**config.mk**
```make
export PLATFORM = sky130hd
export DESIGN_NAME = vga_scan_timing
export DESIGN_NICKNAME = d
export VERILOG_FILES = /design/src/rtl/vga_timing_pkg.sv /design/src/rtl/vga_scan_timing_pixel_strobe.sv /design/src/rtl/vga_scan_timing.sv
export SDC_FILE = /design/constraint.sdc
export NUM_CORES = 1
export LEC_CHECK = 0
export ABC_AREA = 1
export CAP_MARGIN = 10
export CORE_MARGIN = 3
export CORE_UTILIZATION = 60
export CTS_CLUSTER_DIAMETER = 120
export DETAILED_ROUTE_END_ITERATION = 7
export GPL_TIMING_DRIVEN = 0
export PLACE_DENSITY = 0.84
export SLEW_MARGIN = 10
export SYNTH_ARGS = -nofsm -noshare
export SYNTH_HDL_FRONTEND = slang
export SYNTH_SLANG_ARGS = --single-unit
```
**constraint.sdc**
```tcl
create_clock -name clk -period 4.7 [get_ports clk]
set_clock_uncertainty 0.1 [all_clocks]
set_input_delay 0.94 -clock clk [delete_from_list [all_inputs] [get_ports clk]]
set_output_delay 0.94 -clock clk [all_outputs]
set_load 0.005 [all_outputs]
```
**src/rtl/vga_timing_pkg.sv**
```systemverilog
// Shared 640x480@60 raster constants and window helpers for the scan timing
// generator and the object renderers that consume its poll coordinates.
package vga_timing_pkg;

    localparam int DEF_CLK_DIV  = 4;
    localparam int DEF_H_ACTIVE = 640;
    localparam int DEF_H_FP     = 16;
    localparam int DEF_H_SYNC   = 96;
    localparam int DEF_H_BP     = 48;
    localparam int DEF_V_ACTIVE = 480;
    localparam int DEF_V_FP     = 10;
    localparam int DEF_V_SYNC   = 2;
    localparam int DEF_V_BP     = 33;
    localparam bit DEF_SYNC_POL = 1'b0;

    localparam int H_TOTAL  = DEF_H_ACTIVE + DEF_H_FP + DEF_H_SYNC + DEF_H_BP;
    localparam int V_TOTAL  = DEF_V_ACTIVE + DEF_V_FP + DEF_V_SYNC + DEF_V_BP;
    localparam int HS_START = DEF_H_ACTIVE + DEF_H_FP;
    localparam int HS_END   = HS_START + DEF_H_SYNC - 1;
    localparam int VS_START = DEF_V_ACTIVE + DEF_V_FP;
    localparam int VS_END   = VS_START + DEF_V_SYNC - 1;

    // Inclusive range test on a 10-bit raster counter.
    function automatic logic inWindow(input logic [9:0] val, input int lo, input int hi);
        return (int'(val) >= lo) && (int'(val) <= hi);
    endfunction

endpackage

```
**src/rtl/vga_scan_timing_pixel_strobe.sv**
```systemverilog
// Divide-by-CLK_DIV counter; pix_en marks the last system clock of each pixel.
module pixel_strobe #(
    parameter int CLK_DIV = 4
) (
    input  logic clk,
    input  logic reset,
    output logic pix_en
);

    localparam logic [3:0] DIV_LAST = 4'(CLK_DIV - 1);

    logic [3:0] divCnt;

    always_ff @(posedge clk or negedge reset) begin
        if (!reset) begin
            divCnt <= '0;
        end else begin
            divCnt <= (divCnt == DIV_LAST) ? 4'd0 : divCnt + 4'd1;
        end
    end

    // With CLK_DIV=1 the counter never leaves 0, so the strobe is constant.
    assign pix_en = (divCnt == DIV_LAST);

endmodule

```
**src/rtl/vga_scan_timing.sv**
```systemverilog
// VGA raster timing: h/v counters, sync/blank decode and registered poll coordinates.
// Outputs are decoded from the next-state counters so they line up with hCnt/vCnt.
module vga_scan_timing
    import vga_timing_pkg::*;
#(
    parameter int CLK_DIV  = DEF_CLK_DIV,
    parameter int H_ACTIVE = DEF_H_ACTIVE,
    parameter int H_FP     = DEF_H_FP,
    parameter int H_SYNC   = DEF_H_SYNC,
    parameter int H_BP     = DEF_H_BP,
    parameter int V_ACTIVE = DEF_V_ACTIVE,
    parameter int V_FP     = DEF_V_FP,
    parameter int V_SYNC   = DEF_V_SYNC,
    parameter int V_BP     = DEF_V_BP,
    parameter bit SYNC_POL = DEF_SYNC_POL
) (
    input  logic       clk,
    input  logic       reset,
    output logic       pix_en,
    output logic       hsync,
    output logic       vsync,
    output logic       video_on,
    output logic [9:0] PollX,
    output logic [8:0] PollY,
    output logic       line_tick,
    output logic       frame_tick
);

    localparam int H_TOT = H_ACTIVE + H_FP + H_SYNC + H_BP;
    localparam int V_TOT = V_ACTIVE + V_FP + V_SYNC + V_BP;
    localparam int HS_LO = H_ACTIVE + H_FP;
    localparam int HS_HI = HS_LO + H_SYNC - 1;
    localparam int VS_LO = V_ACTIVE + V_FP;
    localparam int VS_HI = VS_LO + V_SYNC - 1;

    localparam logic [9:0] H_LAST = 10'(H_TOT - 1);
    localparam logic [9:0] V_LAST = 10'(V_TOT - 1);
    localparam logic [9:0] H_VIS  = 10'(H_ACTIVE);
    localparam logic [9:0] V_VIS  = 10'(V_ACTIVE);

    generate
        if (H_TOT > 1024 || V_TOT > 1024) begin : gBadTotal
            $error("vga_scan_timing: H_TOTAL=%0d / V_TOTAL=%0d exceed 10-bit counters", H_TOT, V_TOT);
        end
        if (CLK_DIV < 1 || CLK_DIV > 16) begin : gBadDiv
            $error("vga_scan_timing: CLK_DIV=%0d outside 1..16", CLK_DIV);
        end
    endgenerate

    pixel_strobe #(
        .CLK_DIV(CLK_DIV)
    ) uStrobe (
        .clk   (clk),
        .reset (reset),
        .pix_en(pix_en)
    );

    logic [9:0] hCnt;
    logic [9:0] vCnt;
    logic [9:0] hNext;
    logic [9:0] vNext;
    logic       hWrap;
    logic       vWrap;
    logic       activeNext;

    always_comb begin
        hWrap = pix_en && (hCnt == H_LAST);
        vWrap = hWrap && (vCnt == V_LAST);
        hNext = hCnt;
        vNext = vCnt;
        if (pix_en) begin
            hNext = hWrap ? 10'd0 : hCnt + 10'd1;
            if (hWrap) begin
                vNext = vWrap ? 10'd0 : vCnt + 10'd1;
            end
        end
        activeNext = (hNext < H_VIS) && (vNext < V_VIS);
    end

    // Counter and output register stage; the decode is reloaded every clock so the
    // first edge after reset release already presents pixel (0,0).
    always_ff @(posedge clk or negedge reset) begin
        if (!reset) begin
            hCnt       <= '0;
            vCnt       <= '0;
            hsync      <= ~SYNC_POL;
            vsync      <= ~SYNC_POL;
            video_on   <= 1'b0;
            PollX      <= '0;
            PollY      <= '0;
            line_tick  <= 1'b0;
            frame_tick <= 1'b0;
        end else begin
            hCnt       <= hNext;
            vCnt       <= vNext;
            hsync      <= inWindow(hNext, HS_LO, HS_HI) ? SYNC_POL : ~SYNC_POL;
            vsync      <= inWindow(vNext, VS_LO, VS_HI) ? SYNC_POL : ~SYNC_POL;
            video_on   <= activeNext;
            PollX      <= activeNext ? hNext : 10'd0;
            PollY      <= activeNext ? vNext[8:0] : 9'd0;
            line_tick  <= hWrap;
            frame_tick <= vWrap;
        end
    end

endmodule

```
# [After elaboration in Yosys (flattened, before gate mapping)]
# Index checks and enable logic that the tools add are counted.
[totals] register_bits=48 input_bits=2 out_inout_bits=25 word_cells=37
[op_classes] n_addsub=3 order_cmp=6 eq_ne=3 mux=10 reduce_logical=5
[op_table] op="$mux W10" count=6
[op_table] op="$add A10 B1 Y10 const B" count=2
[op_table] op="$eq A10 B10 Y1 const B" count=2
[op_table] op="$ge A10 B10 Y1 const B" count=1
[op_table] op="$ge A10 B9 Y1 const B" count=1
[op_table] op="$le A10 B10 Y1 const B" count=1
[op_table] op="$le A10 B9 Y1 const B" count=1
[op_table] op="$lt A10 B10 Y1 const B" count=1
[op_table] op="$lt A10 B9 Y1 const B" count=1
[op_table] op="$mux W9" count=1
[op_table] op="$logic_and A1 B1 Y1" count=5
[op_table] op="$add A4 B1 Y4 const B" count=1
[op_table] op="$eq A4 B2 Y1 const B" count=1
[op_table] op="$mux W4" count=1
[op_table] op="$mux W1" count=2

# [Depth between registers and ports, before layout]
# Gate-level depths: netlist (run 1).
[depth] ltp_word=9 ltp_mapped=13 depth_no_buf=13

# [Cells and area by module]
# From an unflattened synthesis (run 1), not the netlist that was laid out.
[hier_totals] cells_unflattened=282 area_unflattened_um2=2341.0
[by_module_without_submodules] mod="vga_scan_timing" n_inst=1 cells_per_inst=262 area_each_um2=2159.6 seq_area_each_um2=1103.6
[by_module_without_submodules] mod="pixel_strobe" n_inst=1 cells_per_inst=20 area_each_um2=181.4 seq_area_each_um2=100.1

# [Worst setup path after synthesis (run 1)]
# No wires, ideal clock.
[synth_timing] path_type="reg2out" startpoint="register uStrobe.divCnt[0]" endpoint="output port pix_en" arrival_time_ns=0.880 required_ns=3.660 path_slack_ns=2.780 path_stages_with_launch=5 path_buffers=1 path_cell_list="dfrtp_1 -> ha_1 -> nand2_2 -> nor2_4 -> buf_6"
[synth_via] elab_chain_cells=1
[synth_lines] item="from (decl)" line="vga_scan_timing_pixel_strobe.sv:12" rtl="logic [3:0] divCnt;"
[synth_lines] item="from (signal assigned)" line="vga_scan_timing_pixel_strobe.sv:18" rtl="divCnt <= (divCnt == DIV_LAST) ? 4'd0 : divCnt + 4'd1;"
[synth_lines] item="$eq A4 B2 Y1" line="vga_scan_timing_pixel_strobe.sv:23" rtl="assign pix_en = (divCnt == DIV_LAST);"
[synth_lines] item="to (decl)" line="vga_scan_timing.sv:19" rtl="output logic pix_en,"
# Every way passes these cells.

# [Final worst setup path (run 1)]
# Ends and elaborated chain as after synthesis.

==> flow_metrics.tcl, run 1 <==
set metrics [dict create \
    setup.worst_path.end_class "output pin" \
    finalWorstPathRequiredPeriod_ns 2.84 \
    detail_route.iter0.violations 151 \
    io_buffers 26 \
    ws_path_type "reg -> out" \
    cp_cell_sequence "ha_1 -> nand2_2 -> nor2_4 -> buf_6 -> clkdlybuf4s50_1" \
    timing_hold_violations_final 0 \
    synth_seq_cells 48 \
    cts.repair.resized 0 \
    critical_path.max_fanout 10 \
    timing.critical_path.from_type "flip-flop" \
    floorplan.io_pins 27 \
    fillers 277 \
    timing.hold.worst_path_depth 1 \
    clock_sinks 48 \
    synthCells 292 \
    gp_congestion 0.871 \
    worst_r2r_startpoint "vCnt[0]" \
    power.density_cell_area_nw_per_um2 232 \
    worst_hold_path_type "reg -> reg" \
    overall_routing_resource_usage_pct 21.5 \
    setup_total_negative_slack_ns 0 \
    detail_route.wirelength_um 4760 \
    cts-hold-fix-buffers 0 \
    clock.fmax_mhz 352 \
    global_route.overflow_total 0 \
    maxCapViolations 0 \
    ys_warn_count 0 \
    post-dp-hpwl_um 3650 \
    floorplan.die.width_um 70.6 \
    vias_per_cell 5.10 \
    cts_inserted_buffers 5 \
    critical_path.n_buffers_inverters 2 \
    drcViolationCount 0 \
    ff2ff_path_depth 11 \
    syn-cell-area_sq_um 2500 \
    timing.critical_path.arrival_ns 1.80 \
    worstMarginPinSlew_ns 0.515 \
    r2r_slack_ns 2.61 \
    r2r_end "PollX[1]" \
    synth_cell_type_count 29 \
    avgRoutedWirePerCell_um 12.7 \
    clk_root_buffer_cell "sky130_fd_sc_hd__clkbuf_8" \
    antenna_found_initial 0 \
    grt_pass1_vias 1812 \
    clk_latency_ns 0.31 \
    flow.area_growth_from_synthesis_pct 17.3 \
    die_y_um 70.6 \
    timing.final.setup_violations 0 \
    die_area_sq_um 4980 \
    syn-mean-instance-area_sq_um 8.56 \
    worst_relative_slew_slack_pct 65.7 \
    final_net_count 332 \
    number_of_nets_with_antenna_violations_after_detailed_routing 0 \
    critical-path-top-delay-family "buffers and inverters" \
    power.static_leakage_nw 1.48 \
    post-cts-setup-buffers 0 \
    cp_slowest_cell "sky130_fd_sc_hd__clkdlybuf4s50_1" \
    cts_tree "yes" \
    drtPass1Iterations 4 \
    timing.critical_path.slowest_cell_delay_ns 0.50 \
    min_from "uStrobe.divCnt[0]" \
    synth_fp_nets 298 \
    floorplan.core_area_sq_um 3830 \
    post_route_cells_drive_above_1_share_pct 22.0 \
    timing.final.crit_share_pct 60.4 \
    antenna_fix_cells 0 \
    cts_htree_levels 2 \
    placement_rows 22 \
    route.vias.total 1911 \
    clock_input_transition_at_the_sequential_cells_of_the_worst_setup_and_hold_paths_ns 0.08 \
    worst-endpoint-required_ns 3.66 \
    clk_path_buf_depth 2 \
    start_util_pct 65.3 \
    synth_seq_area_share_pct 48.1 \
    final_core_util_pct 76.7 \
    worstHoldEndpoint "uStrobe.divCnt[0]" \
    rsz0062_at_grt "false" \
    timing_max_transition_violations_final 0 \
    outcome "finished clean" \
    grt_pass1_wl_um 8170 \
    max-vdd-ir-drop_mv 0.210 \
    pin_count_of_the_biggest_net_entering_global_routing 27 \
]
## logic make-up (layout without fill, tap and decap cells)
kind of cell / after synthesis / after routing / synth area share [%]
AND/OR/NAND/NOR: 166 / 166 / 35.0
AO/OA/AOI/OAI: 11 / 11 / 2.60
XOR/XNOR: 4 / 4 / 1.40
adder cells (fa/ha/maj): 4 / 4 / 2.00
flip-flops: 48 / 48 / 48.1
buffers and inverters: 59 / 94 / 10.9
## layer usage
metal | vias up | share of wire [%] | wire length (um) | GRT usage [%]
met3 | 4 | 6.1 | 289 | 7.10
li1 | 947 | - | - | -
met2 | 52 | 48 | 2290 | 33.5
met4 | 0 | 0.93 | 44 | 8.14
met1 | 908 | 45 | 2140 | 28.1
met5 | - | 0 | 0 | 0
## flip-flops by register name, indices dropped and copies added (netlist names)
| signal | cells |
|---|---|
| vsync | 1 |
| uStrobe.divCnt | 4 |
| frame_tick | 1 |
| PollX | 10 |
| line_tick | 1 |
| vCnt | 10 |
| video_on | 1 |
| hCnt | 10 |
| PollY | 9 |
| hsync | 1 |
## power by group
group	switching, W	internal [W]	total (W)
sequential	0	0.000413	0.000413
clock	0.000138	0.000119	0.000257
combinational	0.00000766	0.00000195	0.00000961
total	0.000146	0.000534	0.000680
## Yosys cell counts
master	count	area share, %
sky130_fd_sc_hd__buf_8	1	0.60
sky130_fd_sc_hd__nand4_4	1	0.85
sky130_fd_sc_hd__buf_6	3	1.4
sky130_fd_sc_hd__buf_12	1	0.80
sky130_fd_sc_hd__nand3_1	14	2.8
sky130_fd_sc_hd__xor2_1	4	1.4
sky130_fd_sc_hd__or2_2	3	0.75
sky130_fd_sc_hd__nand2_4	6	2.7
sky130_fd_sc_hd__nand4_1	7	1.8
sky130_fd_sc_hd__a31oi_1	1	0.25
sky130_fd_sc_hd__nor2_2	25	6.3
sky130_fd_sc_hd__dfstp_2	2	2.1
sky130_fd_sc_hd__nand2_2	5	1.3
sky130_fd_sc_hd__inv_2	6	0.90
sky130_fd_sc_hd__o21ai_0	5	1.0
sky130_fd_sc_hd__nor2_1	22	3.3
sky130_fd_sc_hd__a21oi_2	1	0.35
sky130_fd_sc_hd__nand3b_1	2	0.60
sky130_fd_sc_hd__nor2_8	1	0.80
sky130_fd_sc_hd__and2_2	1	0.30
sky130_fd_sc_hd__o21ai_2	1	0.35
sky130_fd_sc_hd__dfrtp_1	46	46
sky130_fd_sc_hd__a21oi_1	2	0.40
sky130_fd_sc_hd__o22ai_1	1	0.25
sky130_fd_sc_hd__nand3_4	1	0.70
sky130_fd_sc_hd__nand2_1	74	11
sky130_fd_sc_hd__nor2_4	4	1.8
sky130_fd_sc_hd__inv_1	48	7.2
sky130_fd_sc_hd__ha_1	4	2.0
## layout by cell type (no fill, tap or decap), types with 5 or more instances in the layout
master                             n
sky130_fd_sc_hd__clkbuf_8          6
sky130_fd_sc_hd__clkdlybuf4s50_1  25
sky130_fd_sc_hd__dfrtp_1          46
sky130_fd_sc_hd__inv_1            48
sky130_fd_sc_hd__inv_2             6
sky130_fd_sc_hd__nand2_1          74
sky130_fd_sc_hd__nand2_2           5
sky130_fd_sc_hd__nand2_4           6
sky130_fd_sc_hd__nand3_1          14
sky130_fd_sc_hd__nand4_1           7
sky130_fd_sc_hd__nor2_1           22
sky130_fd_sc_hd__nor2_2           25
sky130_fd_sc_hd__o21ai_0           5
## worst reg2reg max path: cells and delay by family (launching register included)
kind | cells | cell delay, ns
AND/OR/NAND/NOR | 7 | 0.74
flip-flops | 1 | 0.45
AO/OA/AOI/OAI | 2 | 0.28
adder cells (fa/ha/maj) | 1 | 0.25
buffers and inverters | 1 | 0.17
## how the worst max path moves through the flow
stage	start	slack (ns)	to	depth (start not counted)
finish	uStrobe.divCnt[0]	1.86	pix_en	5
global route	uStrobe.divCnt[0]	1.75	pix_en	5
CTS	uStrobe.divCnt[0]	1.85	pix_en	5
detailed placement	uStrobe.divCnt[0]	2.19	pix_en	5
global placement	reset	1.33	PollY[3]	1
floorplan	uStrobe.divCnt[0]	2.78	pix_en	4
## layout make-up
class	instances	area (sq um)	share of cell area, %
multi-input cells	185	1020	34.9
clock buffers	6	82.6	2.82
plain buffers	5	68.8	2.35
repair buffers	27	275	9.39
clock inverters	2	15.0	0.512
well taps	48	60.1	2.05
flip-flops and latches	48	1200	41.0
inverters	54	203	6.91
## per-stage QoR
stage,hold slack [ns],area (sq um),instances,worst slack (ns),power (W)
final,0.363,2930,375,1.86,0.000680
after global routing,0.392,2930,375,1.75,0.000706
after CTS,0.364,2930,375,1.85,0.000685
after detailed placement,0.352,2840,367,2.19,0.000431
after global placement,0.348,2820,366,1.33,0.000430
after floorplan,0.331,2500,292,2.78,0.000421
Power figures use the tool's default switching activity.
==> inputs of run 2 (changes only) <==
--- a/config.mk
+++ b/config.mk
@@ -8,11 +8,11 @@
 export ABC_AREA = 1
 export CAP_MARGIN = 10
 export CORE_MARGIN = 3
-export CORE_UTILIZATION = 60
+export CORE_UTILIZATION = 51
 export CTS_CLUSTER_DIAMETER = 120
 export DETAILED_ROUTE_END_ITERATION = 7
 export GPL_TIMING_DRIVEN = 0
-export PLACE_DENSITY = 0.84
+export PLACE_DENSITY = 0.76
 export SLEW_MARGIN = 10
 export SYNTH_ARGS = -nofsm -noshare
 export SYNTH_HDL_FRONTEND = slang
==> constraint.sdc (replaced) <==
create_clock -name clk -period 2.6 [get_ports clk]
set_clock_uncertainty 0.1 [all_clocks]
set_input_delay 0.52 -clock clk [delete_from_list [all_inputs] [get_ports clk]]
set_output_delay 0.52 -clock clk [all_outputs]
set_load 0.005 [all_outputs]
==> run 2 against run 1 <==
Net effect: critical path depth stayed put; sequential power is 81% higher; die area is 16% higher; hold slack worse by 0.28 ns; sequential share of layout area is 0.43 points lower; register-to-register slack worse by 2.1 ns; utilization is 11 points lower; critical path type unchanged.
==> flow_metrics.tcl, run 2 (synthesized netlist as in run 1, its figures left out) <==
set metrics [dict create \
    outcome "finished clean" \
    start_util_pct 55.1 \
    detail_route.wirelength_um 4620 \
    clk_root_buffer_cell "sky130_fd_sc_hd__clkbuf_8" \
    max-vdd-ir-drop_mv 0.260 \
    placement_rows 24 \
    ff2ff_path_depth 12 \
    ws_path_type "reg -> out" \
    maxCapViolations 0 \
    setup_slack_ns 0.170 \
    cts_htree_levels 2 \
    r2r_slack_ns 0.52 \
    timing.critical_path.arrival_ns 1.81 \
    timing_max_transition_violations_final 0 \
    worst_hold_path_type "in -> async" \
    drcViolationCount 0 \
    mostFrequentLayoutCells "sky130_fd_sc_hd__nand2_1 (74), sky130_fd_sc_hd__inv_1 (48), sky130_fd_sc_hd__dfrtp_1 (46)" \
    placed_cells_incl_taps 384 \
    setup_total_negative_slack_ns 0 \
    r2r_end "PollX[9]" \
    worstMarginPinSlew_ns 0.525 \
    clock_sinks 48 \
    clk_path_buf_depth 2 \
    die_y_um 76.0 \
    floorplan.die.width_um 76.0 \
    timing.critical_path.from_type "flip-flop" \
    post-cts-setup-buffers 0 \
    finish.instance_area_sq_um 2960 \
    final_net_count 332 \
    grt_pass1_vias 1827 \
    global_route.overflow_total 0 \
    clock_input_transition_at_the_sequential_cells_of_the_worst_setup_and_hold_paths_ns 0.09 \
    cts_inserted_buffers 5 \
    cts.repair.resized 0 \
    floorplan.io_pins 27 \
    critical_path.max_fanout 10 \
    worst_relative_slew_slack_pct 65.0 \
    overall_routing_resource_usage_pct 17.8 \
    finalWorstPathRequiredPeriod_ns 2.43 \
    drtPass1Iterations 4 \
    die_area_sq_um 5780 \
    clock.fmax_mhz 412 \
    timing_hold_violations_final 0 \
    rsz0062_at_grt "false" \
    avgRoutedWirePerCell_um 11.8 \
    worst-endpoint-required_ns 1.98 \
    floorplan.core_area_sq_um 4530 \
    detail_route.iter0.violations 108 \
    timing.final.setup_violations 0 \
    final_core_util_pct 65.4 \
    antenna_found_initial 0 \
    place_worst_setup_slack_ns 0.494 \
    clk_latency_ns 0.30 \
    placedInstanceArea_sq_um 2860 \
    flow.area_growth_from_synthesis_pct 18.6 \
    worst_r2r_startpoint "hCnt[0]" \
    cts-hold-fix-buffers 0 \
    grt_pass1_wl_um 8370 \
    instances_no_fill 392 \
    post_route_cells_drive_above_1_share_pct 21.7 \
    io_buffers 26 \
    power.density_cell_area_nw_per_um2 436 \
    route.vias.total 1842 \
    antenna_fix_cells 0 \
    post-dp-hpwl_um 3380 \
    reg_top3 "PollX x10, hCnt x10, vCnt x10" \
    setup.worst_path.end_class "output pin" \
    timing.final.crit_share_pct 93.4 \
    power.static_leakage_nw 1.49 \
    gp_congestion 0.853 \
    layout.cells.most_common "sky130_fd_sc_hd__nand2_1" \
    number_of_nets_with_antenna_violations_after_detailed_routing 0 \
    vias_per_cell 4.70 \
    cts_tree "yes" \
    pin_count_of_the_biggest_net_entering_global_routing 27 \
]
## run 2: cell count changes in the layout (fill, tap and decap cells not counted)
cell | before | now
sky130_fd_sc_hd__clkinvlp_4 | 2 | 0
sky130_fd_sc_hd__bufinv_16 | 0 | 1
sky130_fd_sc_hd__clkbuf_1 | 0 | 1
sky130_fd_sc_hd__clkbuf_8 | 6 | 5
sky130_fd_sc_hd__clkinv_2 | 0 | 1
## run 2: area by class of cell
type	count	area [sq um]
Clock buffer	6	72.6
Fill cell	367	1570
Sequential cell	48	1200
Clock inverter	2	35.0
Tap cell	65	81.3
Timing Repair Buffer	27	275
Inverter	54	203
Multi-Input combinational cell	185	1020
Buffer	5	68.8
## run 2: metal layers
layer	share of wire (%)	global-route usage (%)
met2	46	27.9
met1	48	24.8
met4	1.3	5.80
met5	0	0
met3	4.6	3.90
## run 2: worst max-delay path: stages, from the launching register on
cell                              delay, ns
sky130_fd_sc_hd__dfrtp_1               0.38
sky130_fd_sc_hd__ha_1                  0.22
sky130_fd_sc_hd__nand2_2               0.10
sky130_fd_sc_hd__nor2_4                0.15
sky130_fd_sc_hd__buf_6                 0.17
sky130_fd_sc_hd__clkdlybuf4s50_1       0.51
## run 2: stage by stage
step	hold WS, ns	total power, W
global placement	0.347	0.000777
floorplan	0.124	0.000761
global route	0.119	0.00134
CTS	0.0993	0.00131
finish	0.0823	0.00129
detailed placement	0.359	0.000780
## run 2: where the power goes
group          internal, W   total, W  switching [W]
Clock             0.000285   0.000530       0.000244
Sequential        0.000746   0.000746              0
Combinational   0.00000352  0.0000175      0.0000140
Total              0.00103    0.00129       0.000258
## run 2: worst max path at each step
| stage | from | slack [ns] | cells after the start | end |
|---|---|---|---|---|
| floorplan | hCnt[0] | 0.80 | 13 | PollY[0] |
| finish | uStrobe.divCnt[0] | 0.17 | 5 | pix_en |
| detailed placement | uStrobe.divCnt[0] | 0.49 | 5 | pix_en |
| global placement | reset | -0.40 | 1 | PollY[1] |
| CTS | uStrobe.divCnt[0] | 0.16 | 5 | pix_en |
| global route | uStrobe.divCnt[0] | 0.08 | 5 | pix_en |
==> inputs of run 3 (changes only) <==
--- a/config.mk
+++ b/config.mk
@@ -7,7 +7,7 @@
 export LEC_CHECK = 0
 export ABC_AREA = 1
 export CAP_MARGIN = 10
-export CORE_MARGIN = 3
+export CORE_MARGIN = 2
 export CORE_UTILIZATION = 51
 export CTS_CLUSTER_DIAMETER = 120
 export DETAILED_ROUTE_END_ITERATION = 7
==> run 3 against run 2 <==
Net effect: sequential power about the same; sequential share of layout area down 0.086 points; utilization decreased by 2.5 points; critical path depth is the same; setup slack improved by 0.0070 ns; sequential cell count did not move; clock-buffer cell count fell by 1; largest power group unchanged.
==> flow_metrics.tcl, run 3 (synthesized netlist as in run 1, its figures left out) <==
set metrics [dict create \
    detail_route.iter0.violations 80 \
    die_y_um 74.0 \
    whs_ns 0.0881 \
    timing.critical_path.depth 5 \
    reg_top3 "PollX x10, hCnt x10, vCnt x10" \
    use_met1_pct 27.5 \
    io_buffers 26 \
    cts_inserted_buffers 5 \
    grt_util_met3_pct 4.20 \
    combinationalPowerShare_pct 1.4 \
    worst-endpoint-required_ns 1.98 \
    final_net_count 332 \
    route.vias.total 1910 \
    worst_hold_path_type "in -> async" \
    timing.final.setup_violations 0 \
    floorplan.die.width_um 74.0 \
    gp_congestion 0.852 \
    overall_routing_resource_usage_pct 20.7 \
    timing.critical_path.arrival_ns 1.80 \
    setup_total_negative_slack_ns 0 \
    drtPass1Iterations 4 \
    clock_input_transition_at_the_sequential_cells_of_the_worst_setup_and_hold_paths_ns 0.08 \
    timing.critical_path.from_type "flip-flop" \
    rsz0062_at_grt "false" \
    critical_path.n_buffers_inverters 2 \
    timing_max_transition_violations_final 0 \
    timing.final.crit_share_pct 93.2 \
    clk_path_buf_depth 2 \
    post-dp-hpwl_um 3720 \
    final_core_util_pct 62.9 \
    critical_path.max_fanout 10 \
    clk_latency_ns 0.31 \
    die_area_sq_um 5480 \
    max-vdd-ir-drop_mv 0.398 \
    worst_relative_slew_slack_pct 63.6 \
    start_util_pct 52.9 \
    timing_hold_violations_final 0 \
    cp_cell_sequence "ha_1 -> nand2_2 -> nor2_4 -> buf_6 -> clkdlybuf4s50_1" \
    antenna_found_initial 0 \
    cp_slowest_cell "sky130_fd_sc_hd__clkdlybuf4s50_1" \
    internal_power_w 0.00103 \
    cts_tree "yes" \
    pin_count_of_the_biggest_net_entering_global_routing 27 \
    post-cts-setup-buffers 0 \
    cts.repair.resized 0 \
    p_total_w 0.00131 \
    drcViolationCount 0 \
    number_of_nets_with_antenna_violations_after_detailed_routing 0 \
    switching_share_of_power_pct 20.8 \
    power.static_leakage_nw 1.49 \
    placement_rows 25 \
    maxCapViolations 0 \
    globalRoute.busiestLayer "met2" \
    critical-path-top-delay-family "buffers and inverters" \
    post_route_cells_drive_above_1_share_pct 22.0 \
    power.density_cell_area_nw_per_um2 440 \
    finalWorstPathRequiredPeriod_ns 2.42 \
    outcome "finished clean" \
    ff2ff_path_depth 12 \
    grt_pass1_wl_um 8480 \
    power.sequential.fraction_pct 57.1 \
    timing.critical_path.slowest_cell_delay_ns 0.50 \
    globalRouteMet2Util_pct 33.3 \
    mostFrequentLayoutCells "sky130_fd_sc_hd__nand2_1 (74), sky130_fd_sc_hd__inv_1 (48), sky130_fd_sc_hd__dfrtp_1 (46)" \
    antenna_fix_cells 0 \
    clock_sinks 48 \
    flow.area_growth_from_synthesis_pct 18.8 \
    global_route.overflow_total 0 \
    avgRoutedWirePerCell_um 12.7 \
    clk_root_buffer_cell "sky130_fd_sc_hd__clkbuf_8" \
    instances_no_fill 394 \
    setup.worst_path.end_class "output pin" \
    cts-hold-fix-buffers 0 \
    cts_htree_levels 2 \
    placed_cells_incl_taps 386 \
    floorplan.core_area_sq_um 4720 \
    floorplan.io_pins 27 \
    power.net_switching_w 0.000272 \
    ws_path_type "reg -> out" \
    layout.cells.most_common "sky130_fd_sc_hd__nand2_1" \
    clock_power_share_pct 41.5 \
    clock.fmax_mhz 413 \
    detail_route.wirelength_um 5010 \
    worstMarginPinSlew_ns 0.546 \
    vias_per_cell 4.85 \
    grt_pass1_vias 1878 \
]
==> run 3: cell count changes in the layout (fill, tap and decap cells not counted) <==
cell                         before  now
sky130_fd_sc_hd__clkbuf_1         1    0
sky130_fd_sc_hd__clkinvlp_4       0    1
==> run 3: path summary, 6_finish.rpt <==
kind	start	to	slack [ns]
min in group clk	uStrobe.divCnt[0]	uStrobe.divCnt[0]	0.37
max	uStrobe.divCnt[0]	pix_en	0.18
min reg2reg	uStrobe.divCnt[0]	uStrobe.divCnt[0]	0.37
max in group asynchronous	reset	vsync	1.72
min	reset	PollX[6]	0.09
max reg2reg	hCnt[0]	PollX[3]	0.43
==> run 3: power groups by stage <==
| stage | Sequential (W) | Clock [W] | Combinational, W |
|---|---|---|---|
| floorplan | 0.000761 | 0 | 0.000000000701 |
| global placement | 0.000761 | 0 | 0.0000159 |
| detailed placement | 0.000761 | 0 | 0.0000198 |
| CTS | 0.000746 | 0.000551 | 0.0000195 |
| global route | 0.000746 | 0.000581 | 0.0000214 |
| finish | 0.000746 | 0.000543 | 0.0000180 |
==> run 3: worst register-to-register path, stage by stage (launching register included) <==
cell and delay (ns):
sky130_fd_sc_hd__dfrtp_1 0.47, sky130_fd_sc_hd__ha_1 0.27, sky130_fd_sc_hd__nand2_2 0.09, sky130_fd_sc_hd__nor2_4 0.15, sky130_fd_sc_hd__nand2_4 0.10, sky130_fd_sc_hd__nor2_8 0.13, sky130_fd_sc_hd__nand2_1 0.08, sky130_fd_sc_hd__nand2_1 0.15
sky130_fd_sc_hd__nor2_1 0.09, sky130_fd_sc_hd__a21oi_2 0.15, sky130_fd_sc_hd__nand2_2 0.08, sky130_fd_sc_hd__buf_6 0.16, sky130_fd_sc_hd__nor2_2 0.10
==> run 3: final cells by class <==
type                       count  area [sq um]
clock inverter                 3          42.5
timing repair buffer          27           275
sequential                    48          1200
inverter                      54           203
fill                         385          1750
multi-input combinational    185          1020
clock buffer                   5          68.8
buffer                         5          68.8
tap                           67          83.8
==> run 3: through the flow <==
stage | setup slack (ns) | area, sq um
4_1_cts | 0.166 | 2970
6_report | 0.177 | 2970
3_5_place_dp | 0.467 | 2860
2_1_floorplan | 0.796 | 2500
3_3_place_gp | -0.385 | 2840
5_1_grt | 0.0948 | 2970
==> run 3: layer usage <==
layer  part of all wire, %  wire (um)
met1                    46       2300
met2                    49       2440
met3                   3.6        179
met4                   1.9         95
met5                     0          0
